## src/rtl/qpsk_pkg.sv

```systemverilog
// Shared types and constants for the QPSK frame sequencer.
// crc8_byte is the byte-wide CRC-8 step used when QPSK_CRC8_EN is defined.
package qpsk_pkg;

  typedef enum logic [2:0] {IDLE, PRE, HDR, PAY, CRC} state_t;

  localparam logic [7:0]  CRC8_POLY     = 8'h07;
  localparam int unsigned SYMS_PER_BYTE = 4;

  function automatic logic [7:0] crc8_byte(input logic [7:0] crc, input logic [7:0] data);
    logic [7:0] c;
    c = crc ^ data;
    for (int unsigned i = 0; i < 8; i++)
      c = c[7] ? ((c << 1) ^ CRC8_POLY) : (c << 1);
    return c;
  endfunction

endpackage

```

## src/rtl/qpsk_frame_ctrl_if.sv

```systemverilog
// Request/payload handshake and symbol output bundle of the QPSK frame sequencer.
// slave = controller side, master = requester/consumer side.
interface qpsk_frame_ctrl_if;
  logic       start;
  logic [7:0] len;
  logic [7:0] in_data;
  logic       in_valid;
  logic       in_ready;
  logic       sym_tick;
  logic       i_bit;
  logic       q_bit;
  logic       tx_active;
  logic       done;
  logic       underrun;

  modport master (
    output start, len, in_data, in_valid,
    input  in_ready, sym_tick, i_bit, q_bit, tx_active, done, underrun
  );

  modport slave (
    input  start, len, in_data, in_valid,
    output in_ready, sym_tick, i_bit, q_bit, tx_active, done, underrun
  );
endinterface

```

## src/rtl/qpsk_crc8.sv

```systemverilog
// Combinational next-CRC for one byte (CRC-8, poly 0x07, MSB first).
// Only instantiated when QPSK_CRC8_EN is defined; the register lives in the controller.
module qpsk_crc8 (
  input  logic [7:0] crc_in,
  input  logic [7:0] data,
  output logic [7:0] crc_out
);
  import qpsk_pkg::*;

  always_comb crc_out = crc8_byte(crc_in, data);
endmodule

```

## src/rtl/qpsk_frame_ctrl.sv

```systemverilog
// Frame sequencer: preamble, length header, payload [, CRC when QPSK_CRC8_EN] sent as
// paced I/Q dibits, MSB first, one dibit per SYM_DIV clocks.
module qpsk_frame_ctrl #(
  parameter int unsigned SYM_DIV     = 16,
  parameter int unsigned PRE_BYTES   = 4,
  parameter logic [7:0]  PRE_PATTERN = 8'hCC
) (
  input logic         clk,
  input logic         rst,
  qpsk_frame_ctrl_if.slave bus
);
  import qpsk_pkg::*;

  localparam int unsigned CW = $clog2(SYM_DIV);
  localparam int unsigned PW = $clog2(PRE_BYTES + 1);

  state_t          state, nxt_state;
  logic [CW-1:0]   cnt;
  logic [1:0]      sym_idx;
  logic [PW-1:0]   pre_cnt;
  logic [7:0]      len_r, sent, fetched, hold, shreg, nxt_byte;
  logic            hold_full, in_ready_w;
  logic            bnd, fin, urun, take, load_byte;
  logic            sym_tick_r, i_bit_r, q_bit_r, tx_active_r, done_r, underrun_r;

  // Boundary is evaluated one cycle early so the registered tick lands on count==SYM_DIV-1.
  assign bnd        = (state != IDLE) && (cnt == CW'(SYM_DIV - 2));
  assign in_ready_w = ((state == HDR) || (state == PAY)) && (fetched != len_r) && !hold_full;
  assign load_byte  = bnd && (sym_idx == '0) && !fin && !urun;

`ifdef QPSK_CRC8_EN
  logic [7:0] crc_r, crc_nxt, crc_data;

  assign crc_data = (state == PRE) ? len_r : hold;

  qpsk_crc8 u_crc (.crc_in(crc_r), .data(crc_data), .crc_out(crc_nxt));

  always_ff @(posedge clk or posedge rst) begin
    if (rst)                                          crc_r <= '0;
    else if (state == IDLE)                           crc_r <= '0;
    else if (load_byte && (nxt_state == HDR || take)) crc_r <= crc_nxt;
  end
`endif

  // Next byte to put on air, decided from the byte that is just finishing.
  always_comb begin
    nxt_state = state;
    nxt_byte  = '0;
    fin       = 1'b0;
    urun      = 1'b0;
    take      = 1'b0;
    case (state)
      PRE: begin
        if (pre_cnt != PW'(PRE_BYTES)) nxt_byte = PRE_PATTERN;
        else begin
          nxt_state = HDR;
          nxt_byte  = len_r;
        end
      end
      HDR, PAY: begin
        if (sent != len_r) begin
          nxt_state = PAY;
          nxt_byte  = hold;
          take      = 1'b1;
          urun      = !hold_full;
        end else begin
`ifdef QPSK_CRC8_EN
          nxt_state = CRC;
          nxt_byte  = crc_r;
`else
          fin       = 1'b1;
`endif
        end
      end
      default: fin = 1'b1;
    endcase
  end

  always_ff @(posedge clk or posedge rst) begin
    if (rst) begin
      state       <= IDLE;
      cnt         <= '0;
      sym_idx     <= '0;
      pre_cnt     <= '0;
      len_r       <= '0;
      sent        <= '0;
      fetched     <= '0;
      hold        <= '0;
      hold_full   <= 1'b0;
      shreg       <= '0;
      sym_tick_r  <= 1'b0;
      i_bit_r     <= 1'b0;
      q_bit_r     <= 1'b0;
      tx_active_r <= 1'b0;
      done_r      <= 1'b0;
      underrun_r  <= 1'b0;
    end else begin
      sym_tick_r <= 1'b0;
      done_r     <= 1'b0;
      underrun_r <= 1'b0;
      if (state == IDLE) begin
        if (bus.start) begin
          state       <= PRE;
          cnt         <= '0;
          sym_idx     <= '0;
          pre_cnt     <= '0;
          len_r       <= bus.len;
          sent        <= '0;
          fetched     <= '0;
          tx_active_r <= 1'b1;
        end
      end else begin
        cnt <= (cnt == CW'(SYM_DIV - 1)) ? '0 : cnt + 1'b1;
        if (in_ready_w && bus.in_valid) begin
          hold      <= bus.in_data;
          hold_full <= 1'b1;
          fetched   <= fetched + 1'b1;
        end
        if (bnd) begin
          if (sym_idx != '0) begin
            i_bit_r    <= shreg[7];
            q_bit_r    <= shreg[6];
            shreg      <= {shreg[5:0], 2'b00};
            sym_idx    <= (sym_idx == 2'(SYMS_PER_BYTE - 1)) ? '0 : sym_idx + 2'd1;
            sym_tick_r <= 1'b1;
          end else if (fin || urun) begin
            state       <= IDLE;
            i_bit_r     <= 1'b0;
            q_bit_r     <= 1'b0;
            tx_active_r <= 1'b0;
            hold        <= '0;
            hold_full   <= 1'b0;
            done_r      <= fin;
            underrun_r  <= urun;
          end else begin
            state      <= nxt_state;
            i_bit_r    <= nxt_byte[7];
            q_bit_r    <= nxt_byte[6];
            shreg      <= {nxt_byte[5:0], 2'b00};
            sym_idx    <= 2'd1;
            sym_tick_r <= 1'b1;
            if (state == PRE && pre_cnt != PW'(PRE_BYTES)) pre_cnt <= pre_cnt + 1'b1;
            if (take) begin
              hold_full <= 1'b0;
              sent      <= sent + 1'b1;
            end
          end
        end
      end
    end
  end

  assign bus.in_ready  = in_ready_w;
  assign bus.sym_tick  = sym_tick_r;
  assign bus.i_bit     = i_bit_r;
  assign bus.q_bit     = q_bit_r;
  assign bus.tx_active = tx_active_r;
  assign bus.done      = done_r;
  assign bus.underrun  = underrun_r;

endmodule
```

## src/flat_wrapper.sv

```systemverilog
// flat-port wrapper written by rule: the top's interface ports become plain ports
module qpsk_frame_ctrl_flat import qpsk_pkg::*;
#(
  parameter int unsigned SYM_DIV     = 16,
  parameter int unsigned PRE_BYTES   = 4,
  parameter logic [7:0]  PRE_PATTERN = 8'hCC
)
  (clk, rst, bus_start, bus_len, bus_in_data, bus_in_valid, bus_in_ready, bus_sym_tick, bus_i_bit, bus_q_bit, bus_tx_active, bus_done, bus_underrun);
  qpsk_frame_ctrl_if bus_i ();
  input logic clk;
  input logic rst;
  input wire logic [$bits(bus_i.start)-1:0] bus_start;
  input wire logic [$bits(bus_i.len)-1:0] bus_len;
  input wire logic [$bits(bus_i.in_data)-1:0] bus_in_data;
  input wire logic [$bits(bus_i.in_valid)-1:0] bus_in_valid;
  output wire logic [$bits(bus_i.in_ready)-1:0] bus_in_ready;
  output wire logic [$bits(bus_i.sym_tick)-1:0] bus_sym_tick;
  output wire logic [$bits(bus_i.i_bit)-1:0] bus_i_bit;
  output wire logic [$bits(bus_i.q_bit)-1:0] bus_q_bit;
  output wire logic [$bits(bus_i.tx_active)-1:0] bus_tx_active;
  output wire logic [$bits(bus_i.done)-1:0] bus_done;
  output wire logic [$bits(bus_i.underrun)-1:0] bus_underrun;
  assign bus_i.start = bus_start;
  assign bus_i.len = bus_len;
  assign bus_i.in_data = bus_in_data;
  assign bus_i.in_valid = bus_in_valid;
  assign bus_in_ready = bus_i.in_ready;
  assign bus_sym_tick = bus_i.sym_tick;
  assign bus_i_bit = bus_i.i_bit;
  assign bus_q_bit = bus_i.q_bit;
  assign bus_tx_active = bus_i.tx_active;
  assign bus_done = bus_i.done;
  assign bus_underrun = bus_i.underrun;
  qpsk_frame_ctrl #(.SYM_DIV(SYM_DIV), .PRE_BYTES(PRE_BYTES), .PRE_PATTERN(PRE_PATTERN)) u_core (.clk(clk), .rst(rst), .bus(bus_i));
endmodule
```

## config.mk

```make
export PLATFORM = sky130hd
export DESIGN_NAME = qpsk_frame_ctrl_flat
export DESIGN_NICKNAME = d
export VERILOG_FILES = /design/src/rtl/qpsk_pkg.sv /design/src/rtl/qpsk_frame_ctrl_if.sv /design/src/rtl/qpsk_crc8.sv /design/src/rtl/qpsk_frame_ctrl.sv /design/src/flat_wrapper.sv
export SDC_FILE = /design/constraint.sdc
export NUM_CORES = 1
export LEC_CHECK = 0
export ABC_AREA = 0
export BUFFER_PORTS_ARGS = -buffer_cell sky130_fd_sc_hd__buf_2
export CORE_ASPECT_RATIO = 1.25
export CORE_MARGIN = 2
export CORE_UTILIZATION = 59
export DETAILED_ROUTE_END_ITERATION = 10
export PLACE_DENSITY = 0.8
export SLEW_MARGIN = 20
export SYNTH_ARGS = -nofsm -noshare
export SYNTH_HDL_FRONTEND = slang
export SYNTH_SLANG_ARGS = --single-unit
```

## constraint.sdc

```tcl
create_clock -name clk -period 3.83 [get_ports clk]
set_input_delay 0 -clock clk [delete_from_list [all_inputs] [get_ports clk]]
set_output_delay 0 -clock clk [all_outputs]
set_load 0.005 [all_outputs]
```

* Word-level counts from Yosys, hierarchy flattened *
Cells that the tools add are included.

cells by class
  div/mod/pow operators = 0
  shifts and indexed selects = 0
  multiplexer cells = 72
  order comparisons = 0
  equal/unequal tests = 16
  bitwise operators = 1
  multiply operators = 0
  add/sub/neg operators = 5
  reduce and logical (&&, ||, !) cells = 27

operator list
  cell                                                                      number
  8-bit two-way mux                                                         16
  3-bit two-way mux                                                         13
  1-bit two-way mux                                                         31
  8-bit by 1-bit adder with 8-bit output (second input constant)            2
  8-bit inequality test                                                     2
  8-bit case mux with 2 select lines                                        1
  2-bit two-way mux                                                         6
  4-bit two-way mux                                                         3
  2-bit nonzero test                                                        6
  5-bit AND reduction                                                       2
  4-bit equality test (second input constant)                               2
  3-bit by 2-bit equality test with 1-bit output (second input constant)    2
  2-bit by 1-bit inequality test with 1-bit output (second input constant)  3
  3-bit case mux with 2 select lines                                        1
  2-bit AND reduction                                                       3
  3-bit AND reduction                                                       2
  6-bit AND reduction                                                       1
  1-bit logical AND                                                         5
  4-bit by 1-bit adder with 4-bit output (second input constant)            1
  4-bit by 1-bit inequality test with 1-bit output (second input constant)  1
  4-bit inequality test (second input constant)                             1
  4-bit AND reduction                                                       1
  4-bit nonzero test                                                        1
  3-bit by 1-bit adder with 3-bit output (second input constant)            1
  13 further kinds                                                          14

word-level totals
  output and inout bits = 7
  input port bits = 20
  logic and storage cells = 137
  memory bits (read-only) = 0
  memories kept = 0
  register bits = 59
  bits in latches = 0
  memory bits (writable) = 0

* Depth between registers and ports, before layout *
Gate-level depths: netlist of the first run.

  depth after elaboration = 10
  gate-level depth with buffers = 8

* Worst setup path before layout of the first run *
Ideal clock, no wire load.

  path kind = flip-flop to flip-flop
  from = register u_core.cnt[0]
  to = register u_core.sent[4]
  cell stages (with the launch flop) = 9
  path slack = 2030 ps
  library setup time = 77 ps
  data arrival time = 1722 ps
  buffers on the path = 1
  period minus slack after synthesis = 1800 ps
  cell sequence = dfrtp_1 -> inv_1 -> ha_1 -> and4_4 -> nand3_1 -> o21bai_4 -> buf_6 -> or3_1 -> a21oi_1

between the ends
  cells in the longest elaborated chain, start to end = 4

RTL lines
  element                               RTL line                RTL
  from (decl)                           qpsk_frame_ctrl.sv:18   logic [CW-1:0] cnt;
  from (signal assigned)                qpsk_frame_ctrl.sv:113  cnt <= (cnt == CW'(SYM_DIV - 1)) ? '0 : cnt + 1'b1;
  4-bit equality test                   qpsk_frame_ctrl.sv:27   assign bnd = (state != IDLE) && (cnt == CW'(SYM_DIV - 2));
  1-bit logical AND                     qpsk_frame_ctrl.sv:27
  2-bit nonzero test (no source line)   -
  5-bit AND reduction (no source line)  -
  to (signal assigned)                  qpsk_frame_ctrl.sv:145  sent <= sent + 1'b1;
  to (decl)                             qpsk_frame_ctrl.sv:21   logic [7:0] len_r, sent, fetched, hold, shreg, nxt_byte;

No other way between the ends.
A chain may end at the register's enable or synchronous reset.

* Worst setup path after layout of the first run *
  from = register u_core.state[1]
  to = register u_core.fetched[5]

between the ends
  cells in the longest elaborated chain, start to end = 7
  elaborated cells between the ends (all ways) = 11
  those cells by class = eq/ne: 3; mux: 1; reduce/logical: 7

RTL lines
  element                                         RTL line                RTL
  from (decl)                                     qpsk_frame_ctrl.sv:17   state_t state, nxt_state;
  from (signal assigned)                          qpsk_frame_ctrl.sv:136  state <= nxt_state;
  3-bit by 2-bit equality test with 1-bit output  qpsk_frame_ctrl.sv:28   assign in_ready_w = ((state == HDR) || (state == PAY)) && (fetched != len_r) && !hold_full;
  1-bit logical OR                                qpsk_frame_ctrl.sv:28
  1-bit logical AND (2 in series)                 qpsk_frame_ctrl.sv:28
  1-bit logical AND                               qpsk_frame_ctrl.sv:114  if (in_ready_w && bus.in_valid) begin
  2-bit nonzero test (no source line)             -
  2-bit AND reduction (no source line)            -
  to (signal assigned)                            qpsk_frame_ctrl.sv:117  fetched <= fetched + 1'b1;
  to (decl)                                       qpsk_frame_ctrl.sv:21

Parallel ways exist; a longest one is shown, timed or not.

==> flow_metrics.env, run 1 <==
export IMPL_worst_ep_arrival_time_ps=2470
export IMPL_p_leak_nw=1.53
export IMPL_cts_tree="done"
export IMPL_max_slew_margin_pct=52.7
export IMPL_area_delta_synth_final_pct=14.2
export IMPL_start_util_pct=60.0
export IMPL_wl_um=6570
export IMPL_n_fill_cell=394
export IMPL_cp_start_kind="flop"
export IMPL_hold_depth=3
export IMPL_startpoint="u_core.state[1]$_DFFE_PP0P_"
export IMPL_die_w_um=67.8
export IMPL_wl_per_cell_um=16.3
export IMPL_num_nets_final=369
export IMPL_crit_fanout=17
export IMPL_ys_ff_latch=56
export IMPL_antenna_left=0
export IMPL_dr_total_vias=2429
export IMPL_clkSlewWorstSetupHoldPaths_ps=100
export IMPL_die_y_um=83.8
export IMPL_gp_congestion=0.898
export IMPL_clock_latency_ps=310
export IMPL_synth_edf_count=0
export IMPL_synth_seq_area_share_pct=46.6
export IMPL_async_reset_ff_share_pct=100
export IMPL_fmax_ghz=0.441
export IMPL_ys_flop_type="dfrtp_1"
export IMPL_gr_usage_all_layers_pct=25.6
export IMPL_critPathKind="reg -> reg"
export IMPL_synth_cell_types=53
export IMPL_post_cts_setup_buffers=0
export IMPL_powerDensity_nw_per_um2=608
export IMPL_die_area_um2=5680
export IMPL_yosysTopAreaCellShare_pct=46.6
export IMPL_setup_violations=0
export IMPL_synthCells=301
export IMPL_p_total_w=0.00208
export IMPL_grt_overflow=0
export IMPL_post_route_util_pct=68.5
export IMPL_r2r_setup_slack_ps=1560
export IMPL_endpoint="u_core.fetched[5]$_DFFE_PP0P_"
export IMPL_worstHoldPathType="in -> reg"
export IMPL_synth_nets=329
export IMPL_fp_coreArea_um2=5010
export IMPL_drv_cap=0
export IMPL_min_period_ps=2270
export IMPL_first_global_vias=2369
export IMPL_clock_skew_ps=11.6
export IMPL_numCtsBuffers=5
export IMPL_avgViaCountPerCell=6.01
export IMPL_hold_violations=0
export IMPL_cts_root_buffer="clkbuf_8"
export IMPL_ios=27
export IMPL_grt_start_max_net_pins=57
export IMPL_drive_above_1_share_pct=16.7
export IMPL_syn_area_per_cell_um2=9.98
export IMPL_end_kind="flop"
export IMPL_setup_tns_ps=0
export IMPL_synth_top_cell_by_area="dfrtp_1"
export IMPL_reg2regPathDepth=5
export IMPL_maxSlewViolCount=0
export IMPL_ir_drop_mv=0.469
export IMPL_drt_initial_drc_count=207
export IMPL_grt_first_pass_wirelength_um=11200
export IMPL_r2r_start="u_core.state[1]$_DFFE_PP0P_"
export IMPL_required_ps=4030
export IMPL_numPortBuffers=26
export IMPL_rows=29
export IMPL_rsz0062_at_grt="false"
export IMPL_syn_cell_area_um2=3000
export IMPL_r2r_end="u_core.fetched[5]$_DFFE_PP0P_"
export IMPL_cts_resized_gates=0
export IMPL_antenna_cells=0
export IMPL_firstDrtPassIters=4
export IMPL_htreeDepth=2
export IMPL_hpwl_um=4480
export IMPL_clk_path_buf_depth=2
export IMPL_drc=0
export IMPL_synth_area_leaders="dfrtp_1 (47%), nand2_1 (5.5%), xnor2_1 (4.7%)"
export IMPL_worst_pin_slew_ps=709
export IMPL_status="finished clean"
export IMPL_cts_sinks=56
export IMPL_yosysWarnings=0
export IMPL_fin_crit_sh_pct=59.2
export IMPL_antenna_found_initial=0
==> flip-flops by register name (all words and copies together) (netlist names) <==
register	cells
u_core.fetched	8
u_core.hold	8
u_core.pre_cnt	3
u_core.shreg	6
u_core.bus.underrun	1
u_core.bus.q_bit	1
u_core.cnt	4
u_core.bus.tx_active	1
u_core.bus.sym_tick	1
u_core.hold_full	1
u_core.bus.done	1
u_core.sent	8
u_core.len_r	8
u_core.state	2
u_core.sym_idx	2
u_core.bus.i_bit	1
==> critical path, cell delays in order (launching register included) <==
cell and delay, ps:
dfrtp_1 630, nor2b_1 250, nand2_1 110, o21ba_1 600, mux2_2 400, a22o_1 170
==> cell type report <==
type | count | area (um^2) | share of cell area (%)
clock buffers | 6 | 82.6 | 2.41
clock inverters | 2 | 15.0 | 0.438
inverters | 13 | 48.8 | 1.42
multi-input cells | 220 | 1490 | 43.4
flip-flops and latches | 56 | 1400 | 40.8
well taps | 62 | 77.6 | 2.26
repair buffers | 45 | 315 | 9.19
==> cells in the final DEF (no fill, tap or decap), types with 6 or more instances in the layout <==
| cell | Yosys | routed |
|---|---|---|
| xnor2_1 | 16 | 16 |
| nand2_1 | 44 | 44 |
| buf_2 | 6 | 26 |
| dfrtp_1 | 56 | 56 |
| inv_1 | 13 | 12 |
| nand4_1 | 7 | 7 |
| a22o_1 | 10 | 10 |
| a21oi_1 | 9 | 9 |
| nor2_1 | 18 | 18 |
| ha_1 | 8 | 8 |
| clkbuf_8 | 0 | 6 |
| o211ai_1 | 6 | 6 |
| o21ai_0 | 20 | 20 |
| dlygate4sd3_1 | 0 | 17 |
| nand3_1 | 9 | 9 |
==> synthesized netlist by cell type (all sizes together), types with 4 or more instances <==
cell type,instances
nand2,44
clkbuf,4
nand3,9
a22o,10
mux2,9
o21ai,22
dfrtp,56
nand4,9
o211ai,6
a21o,4
nor3,4
nor2b,4
a21oi,10
or3,5
buf,8
inv,13
xnor2,16
ha,8
a31oi,4
mux2i,4
nor2,18
==> per-stage QoR <==
stage / hold WS (ps) / area (um^2) / setup slack (ps) / cells
floorplan: 105 / 3000 / 2030 / 301
global placement: 188 / 3160 / 1680 / 379
detailed placement: 193 / 3160 / 1580 / 379
CTS: 34.2 / 3430 / 1560 / 404
global route: 51.2 / 3430 / 1350 / 404
finish: 38.5 / 3430 / 1560 / 404
==> what timing repair did <==
| item | 4_1_cts | 5_1_grt |
|---|---|---|
| endpoints found under the setup margin | 0 | 0 |
| hold endpoints to repair | 72 | 0 |
| hold buffers | 17 | 0 |
==> kinds of logic after synthesis <==
kind of cell	after synthesis	share of synthesized area (%)
AND/OR/NAND/NOR	108	17.7
AO/OA/AOI/OAI	73	18.0
flip-flops	56	46.6
buffers and inverters	25	3.75
XOR/XNOR	18	5.25
multiplexers	13	5.33
adder cells (fa/ha/maj)	8	3.33
==> report_power, final <==
group	internal [W]	switching, W	total [W]	leakage (nW)
clock	0.000147	0.000192	0.000339	0.0434
combinational	0.000356	0.000397	0.000754	0.760
sequential	0.000769	0.000223	0.000992	0.728
total	0.00127	0.000812	0.00208	1.53
==> metal layers <==
metal  track usage, %  up-vias  part of all wire (%)
met4             8.55        0                   2.9
met3             4.32       18                   4.8
met1             34.5     1181                    42
met5                0        -                     0
li1                 -     1150                     -
met2             41.4       80                    50
==> worst min path at each step <==
stage                                       end        from  slack, ps
floorplan           u_core.len_r[0]$_DFFE_PP0P_  bus_len[0]        110
global placement    u_core.len_r[0]$_DFFE_PP0P_  bus_len[0]        190
detailed placement  u_core.len_r[2]$_DFFE_PP0P_  bus_len[2]        190
CTS                   u_core.cnt[1]$_DFFE_PP0N_   bus_start         30
global route          u_core.cnt[1]$_DFFE_PP0N_   bus_start         50
finish                u_core.cnt[1]$_DFFE_PP0N_   bus_start         40
Note: power is estimated with default switching activity, not from simulation.
==> inputs of run 2 (changes only) <==
Clock period 3.83 ns to 2.4 ns, I/O delays scaled along.
==> flow_metrics.env, run 2 (synthesized netlist as in run 1, its figures left out) <==
export IMPL_rows=29
export IMPL_die_area_um2=5680
export IMPL_grt_start_max_net_pins=26
export IMPL_fin_crit_sh_pct=88.9
export IMPL_fmax_ghz=0.469
export IMPL_wl_um=6800
export IMPL_fp_coreArea_um2=5010
export IMPL_ir_drop_mv=0.545
export IMPL_met3_length_um=249
export IMPL_p_leak_nw=1.57
export IMPL_clk_path_buf_depth=2
export IMPL_critPathKind="reg -> reg"
export IMPL_gr_usage_all_layers_pct=26.4
export IMPL_max_slew_margin_pct=56.6
export IMPL_clock_latency_ps=310
export IMPL_htreeDepth=2
export IMPL_worst_ep_arrival_time_ps=2340
export IMPL_dpl_cell_area_um2=3200
export IMPL_dr_total_vias=2457
export IMPL_fin_area_um2=3480
export IMPL_drt_initial_drc_count=169
export IMPL_reg2regPathDepth=5
export IMPL_postCtsHoldBufs=17
export IMPL_die_y_um=83.8
export IMPL_powerDensity_nw_per_um2=991
export IMPL_worst_pin_slew_ps=649
export IMPL_firstDrtPassIters=4
export IMPL_end_kind="flop"
export IMPL_antenna_found_initial=0
export IMPL_hold_depth=3
export IMPL_pre_cts_slack_ps=302
export IMPL_rsz0062_at_grt="false"
export IMPL_clkSlewWorstSetupHoldPaths_ps=100
export IMPL_cts_tree="done"
export IMPL_numCtsBuffers=5
export IMPL_post_cts_setup_buffers=0
export IMPL_cts_root_buffer="clkbuf_8"
export IMPL_final_cells=409
export IMPL_first_global_vias=2442
export IMPL_worstHoldPathType="in -> reg"
export IMPL_setup_violations=0
export IMPL_drc=0
export IMPL_drv_cap=0
export IMPL_wl_per_cell_um=16.6
export IMPL_antenna_left=0
export IMPL_drt_met1_wl_um=2770
export IMPL_grt_overflow=0
export IMPL_cp_start_kind="flop"
export IMPL_post_route_util_pct=69.5
export IMPL_crit_slowest_cell="nor2_1"
export IMPL_num_nets_final=374
export IMPL_setup_ws_ps=268
export IMPL_setup_tns_ps=0
export IMPL_path_cells="xnor2_1 > nand4_2 > nor2_1 > o221ai_1 > mux2_4"
export IMPL_r2r_end="u_core.shreg[4]$_DFFE_PP0P_"
export IMPL_ios=27
export IMPL_dp_cells=384
export IMPL_crit_fanout=10
export IMPL_grt_first_pass_wirelength_um=11400
export IMPL_hold_violations=0
export IMPL_hpwl_um=4870
export IMPL_routed_top_layer="met4"
export IMPL_area_delta_synth_final_pct=15.8
export IMPL_r2r_start="u_core.len_r[4]$_DFFE_PP0P_"
export IMPL_antenna_cells=0
export IMPL_mostFrequentLayoutCell="dfrtp_1"
export IMPL_hold_end="u_core.cnt[1]$_DFFE_PP0N_"
export IMPL_numPortBuffers=26
export IMPL_avgViaCountPerCell=6.01
export IMPL_gp_congestion=0.906
export IMPL_cts_sinks=56
export IMPL_required_ps=2610
export IMPL_status="finished clean"
export IMPL_slowest_delay_ps=570
export IMPL_cts_resized_gates=0
export IMPL_worstHoldStart="bus_start"
export IMPL_wl_met2_um=3610
export IMPL_min_period_ps=2130
export IMPL_die_w_um=67.8
export IMPL_final_cell_mix="dfrtp_1 (56), nand2_1 (44), buf_2 (26)"
export IMPL_start_util_pct=60.0
export IMPL_clock_skew_ps=7.08
export IMPL_drive_above_1_share_pct=17.6
export IMPL_r2r_setup_slack_ps=270
export IMPL_maxSlewViolCount=0
==> run 2: worst max-delay path by stage <==
stage	slack, ps	cells past startpoint	from	to
final	270	5	u_core.len_r[4]$_DFFE_PP0P_	u_core.shreg[4]$_DFFE_PP0P_
after global routing	180	5	u_core.len_r[5]$_DFFE_PP0P_	u_core.shreg[4]$_DFFE_PP0P_
after floorplan	600	8	u_core.cnt[0]$_DFFE_PP0N_	u_core.sent[4]$_DFFE_PP0P_
after detailed placement	300	5	u_core.len_r[0]$_DFFE_PP0P_	u_core.shreg[4]$_DFFE_PP0P_
after global placement	370	5	u_core.len_r[4]$_DFFE_PP0P_	u_core.shreg[5]$_DFFE_PP0P_
after CTS	300	5	u_core.len_r[0]$_DFFE_PP0P_	u_core.shreg[4]$_DFFE_PP0P_
==> run 2: through the flow <==
stage	power, W	hold slack, ps
after CTS	0.00344	39.4
final	0.00345	38.1
after global routing	0.00368	70.0
after detailed placement	0.00281	-70.5
after floorplan	0.00247	105
after global placement	0.00275	-73.6
==> run 2: worst max-delay path: cells and delay by family (launching register included) <==
family / cells / cell delay, ps
flip-flops: 1 / 470
AND/OR/NAND/NOR: 2 / 780
multiplexers: 1 / 300
AO/OA/AOI/OAI: 1 / 260
XOR/XNOR: 1 / 210
==> run 2: cell type report <==
cell class	count	area, um^2
Fill cell	385	1530
Multi-Input combinational cell	220	1490
Sequential cell	56	1400
Timing Repair Buffer	50	353
Tap cell	62	77.6
Clock buffer	6	72.6
Inverter	13	48.8
Clock inverter	2	35.0
==> run 2: power breakdown <==
group | switching (W) | internal, W | leakage [nW] | total (W)
Combinational | 0.000666 | 0.000600 | 0.784 | 0.00127
Sequential | 0.000341 | 0.00123 | 0.728 | 0.00157
Clock | 0.000302 | 0.000310 | 0.0552 | 0.000612
Total | 0.00131 | 0.00214 | 1.57 | 0.00345
==> run 2: layer usage <==
metal | track usage (%) | vias up
li1 | - | 1159
met1 | 33.7 | 1213
met2 | 44.2 | 70
met3 | 4.18 | 15
met4 | 10.0 | 0
met5 | 0 | -
==> inputs of run 3 (changes only) <==
Settings changed: SYNTH_HIERARCHICAL set to 1.
==> flow_metrics.env, run 3 <==
export IMPL_worst_ep_arrival_time_ps=2450
export IMPL_grt_first_pass_wirelength_um=12100
export IMPL_firstDrtPassIters=6
export IMPL_clock_latency_ps=310
export IMPL_antenna_left=0
export IMPL_hold_violations=0
export IMPL_yosysMostFrequentCell="dfrtp_1"
export IMPL_regArea_um2=1400
export IMPL_post_route_util_pct=68.9
export IMPL_cp_start_kind="flop"
export IMPL_wl_per_cell_um=17.1
export IMPL_end_kind="flop"
export IMPL_postCtsHoldBufs=17
export IMPL_drt_initial_drc_count=278
export IMPL_min_period_ps=2200
export IMPL_async_reset_ff_share_pct=100
export IMPL_dr_total_vias=2528
export IMPL_drc=0
export IMPL_grt_start_max_net_pins=26
export IMPL_path_cells="and2b_1 > o311a_1 > a21boi_2 > a22o_1"
export IMPL_area_delta_synth_final_pct=14.1
export IMPL_wl_met2_um=3640
export IMPL_fin_crit_sh_pct=91.8
export IMPL_routed_top_layer="met4"
export IMPL_hpwl_um=4740
export IMPL_cts_tree="done"
export IMPL_met3_length_um=420
export IMPL_final_cell_mix="dfrtp_1 (56), nand2_1 (52), buf_2 (26)"
export IMPL_cts_root_buffer="clkbuf_8"
export IMPL_setup_violations=0
export IMPL_die_area_um2=5720
export IMPL_synthCells=312
export IMPL_drv_cap=0
export IMPL_htreeDepth=2
export IMPL_numPortBuffers=26
export IMPL_cts_sinks=56
export IMPL_die_y_um=84.0
export IMPL_post_cts_setup_buffers=0
export IMPL_fmax_ghz=0.454
export IMPL_crit_fanout=19
export IMPL_setup_tns_ps=0
export IMPL_antenna_found_initial=0
export IMPL_internal_power_w=0.00118
export IMPL_yosysTopAreaCellShare_pct=46.3
export IMPL_clock_skew_ps=7.60
export IMPL_synth_top_cell_by_area="dfrtp_1"
export IMPL_comb_power_share_pct=4.0
export IMPL_sw_frac_of_total_pct=22.2
export IMPL_drive_above_1_share_pct=14.7
export IMPL_clkSlewWorstSetupHoldPaths_ps=100
export IMPL_rows=29
export IMPL_num_nets_final=381
export IMPL_maxSlewViolCount=0
export IMPL_status="finished clean"
export IMPL_n_fill_cell=373
export IMPL_first_global_vias=2515
export IMPL_synth_cell_types=46
export IMPL_cts_resized_gates=0
export IMPL_synth_area_leaders="dfrtp_1 (46%), nand2_1 (6.5%), mux2i_1 (6.0%)"
export IMPL_dpl_cell_area_um2=3190
export IMPL_worst_pin_slew_ps=669
export IMPL_ios=27
export IMPL_worstHoldPathType="in -> reg"
export IMPL_syn_cell_area_um2=3020
export IMPL_die_w_um=68.0
export IMPL_crit_slowest_cell="o311a_1"
export IMPL_slowest_delay_ps=610
export IMPL_synth_nets=340
export IMPL_fin_area_um2=3450
export IMPL_syn_area_per_cell_um2=9.69
export IMPL_ys_flop_type="dfrtp_1"
export IMPL_clk_path_buf_depth=2
export IMPL_ir_drop_mv=0.414
export IMPL_multiInputGateArea_um2=1480
export IMPL_mostFrequentLayoutCell="dfrtp_1"
export IMPL_gr_usage_all_layers_pct=28.0
export IMPL_grt_overflow=0
export IMPL_yosysWarnings=6
export IMPL_start_util_pct=60.4
export IMPL_required_ps=2650
export IMPL_synth_common_cells="dfrtp_1 (56), nand2_1 (52), nor2_1 (21)"
export IMPL_p_leak_nw=1.65
export IMPL_wl_um=7120
export IMPL_avgViaCountPerCell=6.08
export IMPL_seq_power_share_pct=62.0
export IMPL_p_clk_share_pct=34.0
export IMPL_max_slew_margin_pct=55.4
export IMPL_ys_ff_latch=56
export IMPL_fp_coreArea_um2=5010
export IMPL_powerDensity_nw_per_um2=441
export IMPL_numCtsBuffers=5
export IMPL_rsz0062_at_grt="false"
export IMPL_synth_edf_count=0
export IMPL_critPathKind="reg -> reg"
export IMPL_antenna_cells=0
export IMPL_synth_seq_area_share_pct=46.3
export IMPL_drt_met1_wl_um=2860
export IMPL_power_switching_w=0.000337
export IMPL_gp_congestion=0.865
## run 3: power by group through the flow
| stage | Sequential (W) | Combinational, W | Clock (W) |
|---|---|---|---|
| 3_3_place_gp | 0.000961 | 0.0000382 | 0 |
| 2_1_floorplan | 0.000961 | 0.0000146 | 0 |
| 5_1_grt | 0.000943 | 0.0000671 | 0.000566 |
| 4_1_cts | 0.000943 | 0.0000601 | 0.000528 |
| 6_report | 0.000943 | 0.0000601 | 0.000517 |
| 3_5_place_dp | 0.000961 | 0.0000390 | 0 |
## run 3: cells by family after synthesis
family          count (synthesis)  synth area share, %
simple gates                  114                 17.7
mux                            24                 8.19
compound gates                 63                 14.9
fa+ha+maj                       8                 3.31
flops                          56                 46.3
xor+xnor                       17                 4.92
buf+inv                        30                 4.72
## run 3: critical path: cells and delay by family, from the launching register on
kind	cells	cell delay [ps]
AO/OA/AOI/OAI	3	1330
flip-flops	1	600
AND/OR/NAND/NOR	1	210
## run 3: cell type report
| class | instances | area share, % |
|---|---|---|
| sequential | 56 | 40.6 |
| clock inverter | 2 | 0.472 |
| clock buffer | 6 | 2.10 |
| timing repair buffer | 49 | 10.0 |
| inverter | 15 | 1.63 |
| multi-input combinational | 226 | 42.9 |
| tap | 62 | 2.25 |
## run 3: metrics by stage
step           power (W)  setup slack [ps]  hold WS, ps  instances
3_5_place_dp     0.00100               229         81.1        391
2_1_floorplan   0.000976               702          105        312
5_1_grt          0.00158              20.0         50.4        416
4_1_cts          0.00153               224         5.59        416
3_3_place_gp     0.00100               371         75.8        391
6_report         0.00152               196         7.97        416
## run 3: layer usage
metal	vias to the layer above	global-route usage, %
li1	1171	-
met1	1212	36.8
met2	114	46.4
met3	31	4.72
met4	0	8.73
met5	-	0
## run 3: path summary, 6_finish.rpt
path	start	endpoint	slack, ps	cells after the start
setup / recovery	u_core/state[1]$_DFFE_PP0P_	u_core/hold[5]$_DFFE_PP0N_	200	4
hold / removal	bus_start	u_core/cnt[1]$_DFFE_PP0P_	8	3
setup reg to reg	u_core/state[1]$_DFFE_PP0P_	u_core/hold[5]$_DFFE_PP0N_	200	4
hold reg to reg	u_core/pre_cnt[0]$_DFFE_PP0P_	u_core/pre_cnt[0]$_DFFE_PP0P_	520	1
max in group asynchronous	rst	u_core/bus.done$_DFF_PP0_	1470	4
min in group asynchronous	rst	u_core/state[1]$_DFFE_PP0P_	270	3
